==> src/rtl/writeback_regfile_pkg.sv <==
// Shared definitions for the Y-86 writeback stage.
//   - processor status codes and instruction codes
//   - register-ID and word types, RNONE / RRSP identifiers
//   - the W pipeline register layout and its bubble value
package writeback_regfile_pkg;

   typedef logic [3:0]  reg_id_t;
   typedef logic [63:0] word_t;
   typedef logic [2:0]  stat_t;

   localparam stat_t SAOK = 3'd1;
   localparam stat_t SHLT = 3'd2;
   localparam stat_t SADR = 3'd3;
   localparam stat_t SINS = 3'd4;

   localparam logic [3:0] IHALT   = 4'h0;
   localparam logic [3:0] INOP    = 4'h1;
   localparam logic [3:0] IIRMOVQ = 4'h3;
   localparam logic [3:0] IMRMOVQ = 4'h5;
   localparam logic [3:0] IPOPQ   = 4'hB;

   localparam reg_id_t RNONE = 4'hF;
   localparam reg_id_t RRSP  = 4'h4;

   typedef enum logic {
      ST_RUN    = 1'b0,
      ST_HALTED = 1'b1
   } run_state_e;

   typedef struct packed {
      stat_t      stat;
      logic [3:0] icode;
      word_t      val_e;
      word_t      val_m;
      reg_id_t    dst_e;
      reg_id_t    dst_m;
   } w_reg_t;

   // Contents of an empty W slot: a NOP that writes nothing.
   function automatic w_reg_t w_bubble_f();
      w_reg_t b;
      b.stat  = SAOK;
      b.icode = INOP;
      b.val_e = 64'd0;
      b.val_m = 64'd0;
      b.dst_e = RNONE;
      b.dst_m = RNONE;
      return b;
   endfunction

endpackage

==> src/rtl/writeback_regfile_rf.sv <==
// 15 x 64-bit program register file (r0..r14; ID 4'hF is "no register").
// Ports:
//   i_clk, i_rst_n          clock, async active-low reset
//   i_we                    global write enable for both write ports
//   i_dst_e/i_val_e         write port E
//   i_dst_m/i_val_m         write port M (wins when both target one register)
//   i_src_a/i_src_b         read IDs; o_rval_a/o_rval_b combinational data
// Macro REGFILE_BYPASS_EN: reads return the value being written this cycle.
module writeback_regfile_rf
   import writeback_regfile_pkg::*;
#(
   parameter word_t STACK_INIT = 64'h0
) (
   input  logic    i_clk,
   input  logic    i_rst_n,
   input  logic    i_we,
   input  reg_id_t i_dst_e,
   input  word_t   i_val_e,
   input  reg_id_t i_dst_m,
   input  word_t   i_val_m,
   input  reg_id_t i_src_a,
   input  reg_id_t i_src_b,
   output word_t   o_rval_a,
   output word_t   o_rval_b
);

   word_t r_regs [0:14];

   // Single read port lookup; RNONE always reads as zero.
   function automatic word_t read_port(input reg_id_t src);
      word_t v;
      v = 64'd0;
      if (src == RNONE) begin
         v = 64'd0;
      end
`ifdef REGFILE_BYPASS_EN
      else if (i_we && (src == i_dst_m)) begin
         v = i_val_m;
      end
      else if (i_we && (src == i_dst_e)) begin
         v = i_val_e;
      end
`endif
      else begin
         v = r_regs[src];
      end
      return v;
   endfunction

   // Register storage: reset image, then E write followed by M write so M wins.
   always_ff @(posedge i_clk or negedge i_rst_n) begin
      if (!i_rst_n) begin
         for (int i = 0; i < 15; i++) begin
            r_regs[i] <= 64'd0;
         end
         r_regs[RRSP] <= STACK_INIT;
      end else if (i_we) begin
         if (i_dst_e != RNONE) begin
            r_regs[i_dst_e] <= i_val_e;
         end
         if (i_dst_m != RNONE) begin
            r_regs[i_dst_m] <= i_val_m;
         end
      end
   end

   // Combinational read ports for decode.
   always_comb begin
      o_rval_a = read_port(i_src_a);
      o_rval_b = read_port(i_src_b);
   end

endmodule

==> src/rtl/writeback_regfile.sv <==
// Y-86 writeback stage: W pipeline register, program register file,
// RUN/HALTED status tracking and retired-instruction counter.
// Ports:
//   clk, rst_n                  clock, async active-low reset
//   m_stat, M_icode, M_valE,    memory-stage results latched into W
//   m_valM, M_dstE, M_dstM
//   W_stall, W_bubble           W control (stall has priority)
//   srcA, srcB -> rvalA, rvalB  decode read ports
//   W_icode, W_valE, W_valM,    W register contents (decode forwarding)
//   W_dstE, W_dstM, stat
//   halted, retired             status and retired count
// Macro REGFILE_BYPASS_EN: register reads bypass the pending W write.
module writeback_regfile
   import writeback_regfile_pkg::*;
#(
   parameter word_t STACK_INIT = 64'h0
) (
   input  logic        clk,
   input  logic        rst_n,
   input  logic [2:0]  m_stat,
   input  logic [3:0]  M_icode,
   input  logic [63:0] M_valE,
   input  logic [63:0] m_valM,
   input  logic [3:0]  M_dstE,
   input  logic [3:0]  M_dstM,
   input  logic        W_stall,
   input  logic        W_bubble,
   input  logic [3:0]  srcA,
   input  logic [3:0]  srcB,
   output logic [63:0] rvalA,
   output logic [63:0] rvalB,
   output logic [3:0]  W_icode,
   output logic [63:0] W_valE,
   output logic [63:0] W_valM,
   output logic [3:0]  W_dstE,
   output logic [3:0]  W_dstM,
   output logic [2:0]  stat,
   output logic        halted,
   output logic [63:0] retired
);

   run_state_e r_state;
   w_reg_t     r_w;
   word_t      r_retired;
   logic       w_rf_we;

   // Only a healthy instruction in W, while running, may update registers.
   assign w_rf_we = (r_state == ST_RUN) && (r_w.stat == SAOK);

   // Status FSM, W register and retire counter. A faulting status in W
   // halts the machine and W is held so the faulting code stays visible.
   always_ff @(posedge clk or negedge rst_n) begin
      if (!rst_n) begin
         r_state   <= ST_RUN;
         r_w       <= w_bubble_f();
         r_retired <= 64'd0;
      end else begin
         case (r_state)
            ST_RUN: begin
               if (r_w.stat != SAOK) begin
                  r_state <= ST_HALTED;
               end else if (!W_stall) begin
                  if (r_w.icode != INOP) begin
                     r_retired <= r_retired + 64'd1;
                  end else begin
                     r_retired <= r_retired;
                  end
                  if (W_bubble) begin
                     r_w <= w_bubble_f();
                  end else begin
                     r_w <= '{stat: m_stat, icode: M_icode, val_e: M_valE,
                              val_m: m_valM, dst_e: M_dstE, dst_m: M_dstM};
                  end
               end else begin
                  r_w <= r_w;
               end
            end
            ST_HALTED: begin
               r_state <= ST_HALTED;
            end
            default: begin
               r_state <= ST_HALTED;
            end
         endcase
      end
   end

   writeback_regfile_rf #(
      .STACK_INIT (STACK_INIT)
   ) u_rf (
      .i_clk    (clk),
      .i_rst_n  (rst_n),
      .i_we     (w_rf_we),
      .i_dst_e  (r_w.dst_e),
      .i_val_e  (r_w.val_e),
      .i_dst_m  (r_w.dst_m),
      .i_val_m  (r_w.val_m),
      .i_src_a  (srcA),
      .i_src_b  (srcB),
      .o_rval_a (rvalA),
      .o_rval_b (rvalB)
   );

   assign W_icode = r_w.icode;
   assign W_valE  = r_w.val_e;
   assign W_valM  = r_w.val_m;
   assign W_dstE  = r_w.dst_e;
   assign W_dstM  = r_w.dst_m;
   assign stat    = r_w.stat;
   assign halted  = (r_state == ST_HALTED);
   assign retired = r_retired;

endmodule

==> config.mk <==
export PLATFORM = sky130hd
export DESIGN_NAME = writeback_regfile
export DESIGN_NICKNAME = d
export VERILOG_FILES = /design/src/rtl/writeback_regfile_pkg.sv /design/src/rtl/writeback_regfile_rf.sv /design/src/rtl/writeback_regfile.sv
export SDC_FILE = /design/constraint.sdc
export NUM_CORES = 2
export LEC_CHECK = 0
export ABC_AREA = 0
export BUFFER_PORTS_ARGS = -buffer_cell sky130_fd_sc_hd__buf_2
export CORE_ASPECT_RATIO = 0.8
export CORE_UTILIZATION = 40
export DETAILED_ROUTE_END_ITERATION = 12
export PLACE_DENSITY_LB_ADDON = 0.25
export SLEW_MARGIN = 20
export SYNTH_ARGS = -nofsm -noshare
export SYNTH_HDL_FRONTEND = slang
export SYNTH_SLANG_ARGS = --single-unit
==> constraint.sdc <==
create_clock -name clk -period 3.3 [get_ports clk]
set_input_delay 0.495 -clock clk [delete_from_list [all_inputs] [get_ports clk]]
set_output_delay 0.495 -clock clk [all_outputs]
set_load 0.02 [all_outputs]
==> implementation parameters <==
Parameter                              Value

Run status
  Status    finished clean

Cells and area
  Non-Filler Cell Area, Final    0.07740 mm^2
  NumNets Final    6950
  Final standard cell count with taps included and fillers excluded    9045
  Fraction of final layout cells with drive strength greater than 1    0.2246
  Commonest cells after routing, fill and taps aside    sky130_fd_sc_hd__dfrtp_1 (1158), sky130_fd_sc_hd__nor2_1 (943), sky130_fd_sc_hd__a21oi_1 (918)
  Most common cell after layout, fill and taps aside    sky130_fd_sc_hd__dfrtp_1
  Area Overhead vs Synth    18.41%

Hold path
  Destination of the worst hold path    W_valE[24]
  Startpoint of the lowest-slack hold path    M_valE[24]
  Count of cells along the worst hold path    3
  Path category of the worst min-delay check    in2reg

Placed design
  Inst Count DP    8663
  Placement Cell Area    0.07150 mm^2
  Weighted congestion at the end of routability-driven global placement    0.8936
  Port buffer count    490
  HPWL after detailed placement    170000 um

Detailed routing
  Antenna violation net count after detailed routing    0
  Post-route DRC    0
  Detailed Routing Iterations Pass 1    8
  Final wirelength    295900 um
  Vias per inst    6.858
  WL/cell    ~33 um
  Number of DRC markers after the initial detailed-route iteration    9955
  Total vias in the final route    62030

Synthesis
  Async set-or-reset flop fraction in the synthesized netlist    1.000
  Net count of the mapped netlist    6722
  Post-Synthesis Cells    roughly 6600
  Most used DFF post-synth    sky130_fd_sc_hd__dfrtp_1
  Cell area after synthesis    0.06537 mm^2
  Top cell type's share of synthesized area    0.4433
  Sequential area share after synthesis    0.4473
  Number of synthesized register bits    1168
  Ranking of synthesized cells by area    sky130_fd_sc_hd__dfrtp_1 (44%), sky130_fd_sc_hd__mux4_2 (18%), sky130_fd_sc_hd__o22ai_1 (8.7%)
  Synthesis warning total    0
  Number of enable flip-flop cells after synthesis    0
  Cell type with the largest total area after synthesis    sky130_fd_sc_hd__dfrtp_1
  Mean post-synth cell area    around 10 um^2
  Cell variety after synth    46

Timing
  Max-slew headroom at the worst pin    0.1503
  Transition time at the pin with the least slew margin    1.275 ns
  RSZ-0062 raised after global routing    false
  Setup TNS    0 ns
  Share of the clock period used by the worst path after layout    0.9250
  Clk_skew    0.03578 ns
  Slew Viols, Final    0
  Endpoints failing setup    0
  Final min period    3.053 ns
  Final count of hold timing violations    0
  Maximum achievable frequency    0.3276 GHz

GRT
  Maximum number of pins on one net before global-route repair    ~190
  Sum of overflow across all layers after global routing    0
  Total GRT Usage    0.3526
  Met3 Use GR    0.1203
  Fraction of met2 tracks used by global routing    0.5137
  Wire length of the first global-routing pass    between 400000 and 500000 um
  Busiest metal layer after global routing    met2
  Vias in the first global route    59890
  Antenna violations before repair    7
  Met1 GRT Util    0.4628

Floorplanning
  # IOs    491
  Area of the core region    0.1620 mm^2
  Vertical extent of the die    ~360 um
  Initial core utilization    0.4035
  Horizontal die dimension    454.0 um
  Std cell rows    132
  Die Footprint    0.1651 mm^2

Worst setup path
  Depth of the worst register-to-register path    6
  Register-to-Register Setup Slack    0.30 ns
  Critical Path Fanout Max    3
  Worst reg2reg startpoint    stat[0]
  Data arrival time of the critical path    2.56 ns
  Data required, critical path    approximately 2.8 ns
  Endpoint kind of the worst setup timing path    output pin
  Kind of critical path    reg2out
  Startpoint kind of the worst setup timing path    flip-flop
  Worst reg2reg endpoint    u_rf.r_regs[761]

CTS
  Max clock buf depth    3
  CTS tree    done
  Total CTS buffers    between 100 and 150
  CTS H-tree lvls    4
  Sink Count    about 1200
  Insertion delay to the later sink of the worst-skew pair    slightly above 0.8 ns
  Master cell of the clock root buffer    sky130_fd_sc_hd__clkbuf_16
  Register clock-pin slew on the reported worst setup and hold paths    ~0.06 ns

Pwr
  Worst supply voltage drop on vdd    420.7 uV
  Total leakage power    34.95 nW
  Overall power of the completed layout    roughly 33 mW
  Areal power density over the cells    425.8 mW/mm^2

Run
  # Max-Cap Violations    0
final cells by class:
type	instances	area, um^2
Fill cell	14680	84620
Multi-Input combinational cell	4577	33540
Sequential cell	1168	29240
Timing Repair Buffer	904	7410
Clock buffer	198	3928
Tap cell	2144	2683
Clock inverter	41	554.3
Inverter	10	40.04
Antenna cell	3	7.507
worst max-delay path by stage:
stage,from,endpoint,cells after the start
final,u_rf.r_regs[480],rvalB[32],3
after CTS,u_rf.r_regs[480],rvalB[32],3
after detailed placement,stat[0],retired[50],7
after global placement,stat[0],u_rf.r_regs[306],5
after global routing,u_rf.r_regs[480],rvalB[32],3
after floorplan,srcA[0],rvalA[0],5
cell families (layout without fill, tap and decap cells):
kind of cell,count (synthesis),count (layout),share of synthesized area
AO/OA/AOI/OAI,2228,2228,0.1938
XOR/XNOR,63,63,0.008441
multiplexers,641,641,0.1962
buffers and inverters,821,1153,0.04720
flip-flops,1168,1168,0.4473
other,0,3,0
AND/OR/NAND/NOR,1644,1644,0.1069
adder cells (fa/ha/maj),1,1,0.0001914
through the flow:
step	utilization	setup slack, ns	hold WS (ns)
floorplan	-	0.2581	0.1994
global placement	0.4413	-0.01894	0.4544
detailed placement	0.4413	0.0005398	0.4570
CTS	0.4777	0.2534	0.1128
global route	0.4777	0.2131	0.1193
finish	0.4777	0.2474	0.1271
cells in the mapped netlist (all sizes together), types with 4 or more instances:
| master | n |
|---|---|
| nor2b | 10 |
| nand4 | 18 |
| nand2 | 365 |
| a22oi | 5 |
| dfrtp | 1158 |
| xor2 | 36 |
| a21o | 4 |
| mux4 | 512 |
| dfstp | 10 |
| xnor2 | 27 |
| o22ai | 907 |
| nor4 | 16 |
| nor2 | 943 |
| nand2b | 193 |
| a32oi | 9 |
| mux2i | 128 |
| nand3 | 41 |
| or3 | 6 |
| clkbuf | 635 |
| o32ai | 14 |
| and2 | 11 |
| o22a | 19 |
| nor3 | 22 |
| o21ai | 285 |
| buf | 176 |
| inv | 10 |
| a22o | 47 |
| and3 | 7 |
| a21oi | 932 |
repair_timing:
action	4_1_cts	5_1_grt
endpoints found under the setup margin	2	0
hold buffers	139	0
buffers inserted	1	0
hold endpoints to repair	181	0
gates resized for setup	0	0
metal layers:
metal | wire (um) | up-vias
met4 | 17570 | 4
met2 | 128100 | 5066
met5 | 19 | -
met1 | 108500 | 31070
met3 | 41720 | 1064
li1 | - | 24820
registers in the layout, summed over array words and instances, names as in the netlist:
name and count:
halted 1, u_rf.r_regs 960, W_valM 64, retired 64, W_valE 64, W_dstM 4
W_dstE 4, stat 3, W_icode 4
worst max-delay path, cell delays in order, from the launching register on:
cell and delay, ns:
sky130_fd_sc_hd__dfrtp_1 0.47, sky130_fd_sc_hd__mux4_2 0.50, sky130_fd_sc_hd__mux4_2 0.57, sky130_fd_sc_hd__buf_2 0.21
power by group:
part | leakage, nW | internal (mW) | switching [mW]
sequential | 16.3 | 14.3 | 0.0333
combinational | 16.5 | 1.04 | 1.87
clock | 2.21 | 9.11 | 6.57
total | 35.0 | 24.5 | 8.47
Power figures use the tool's default switching activity.
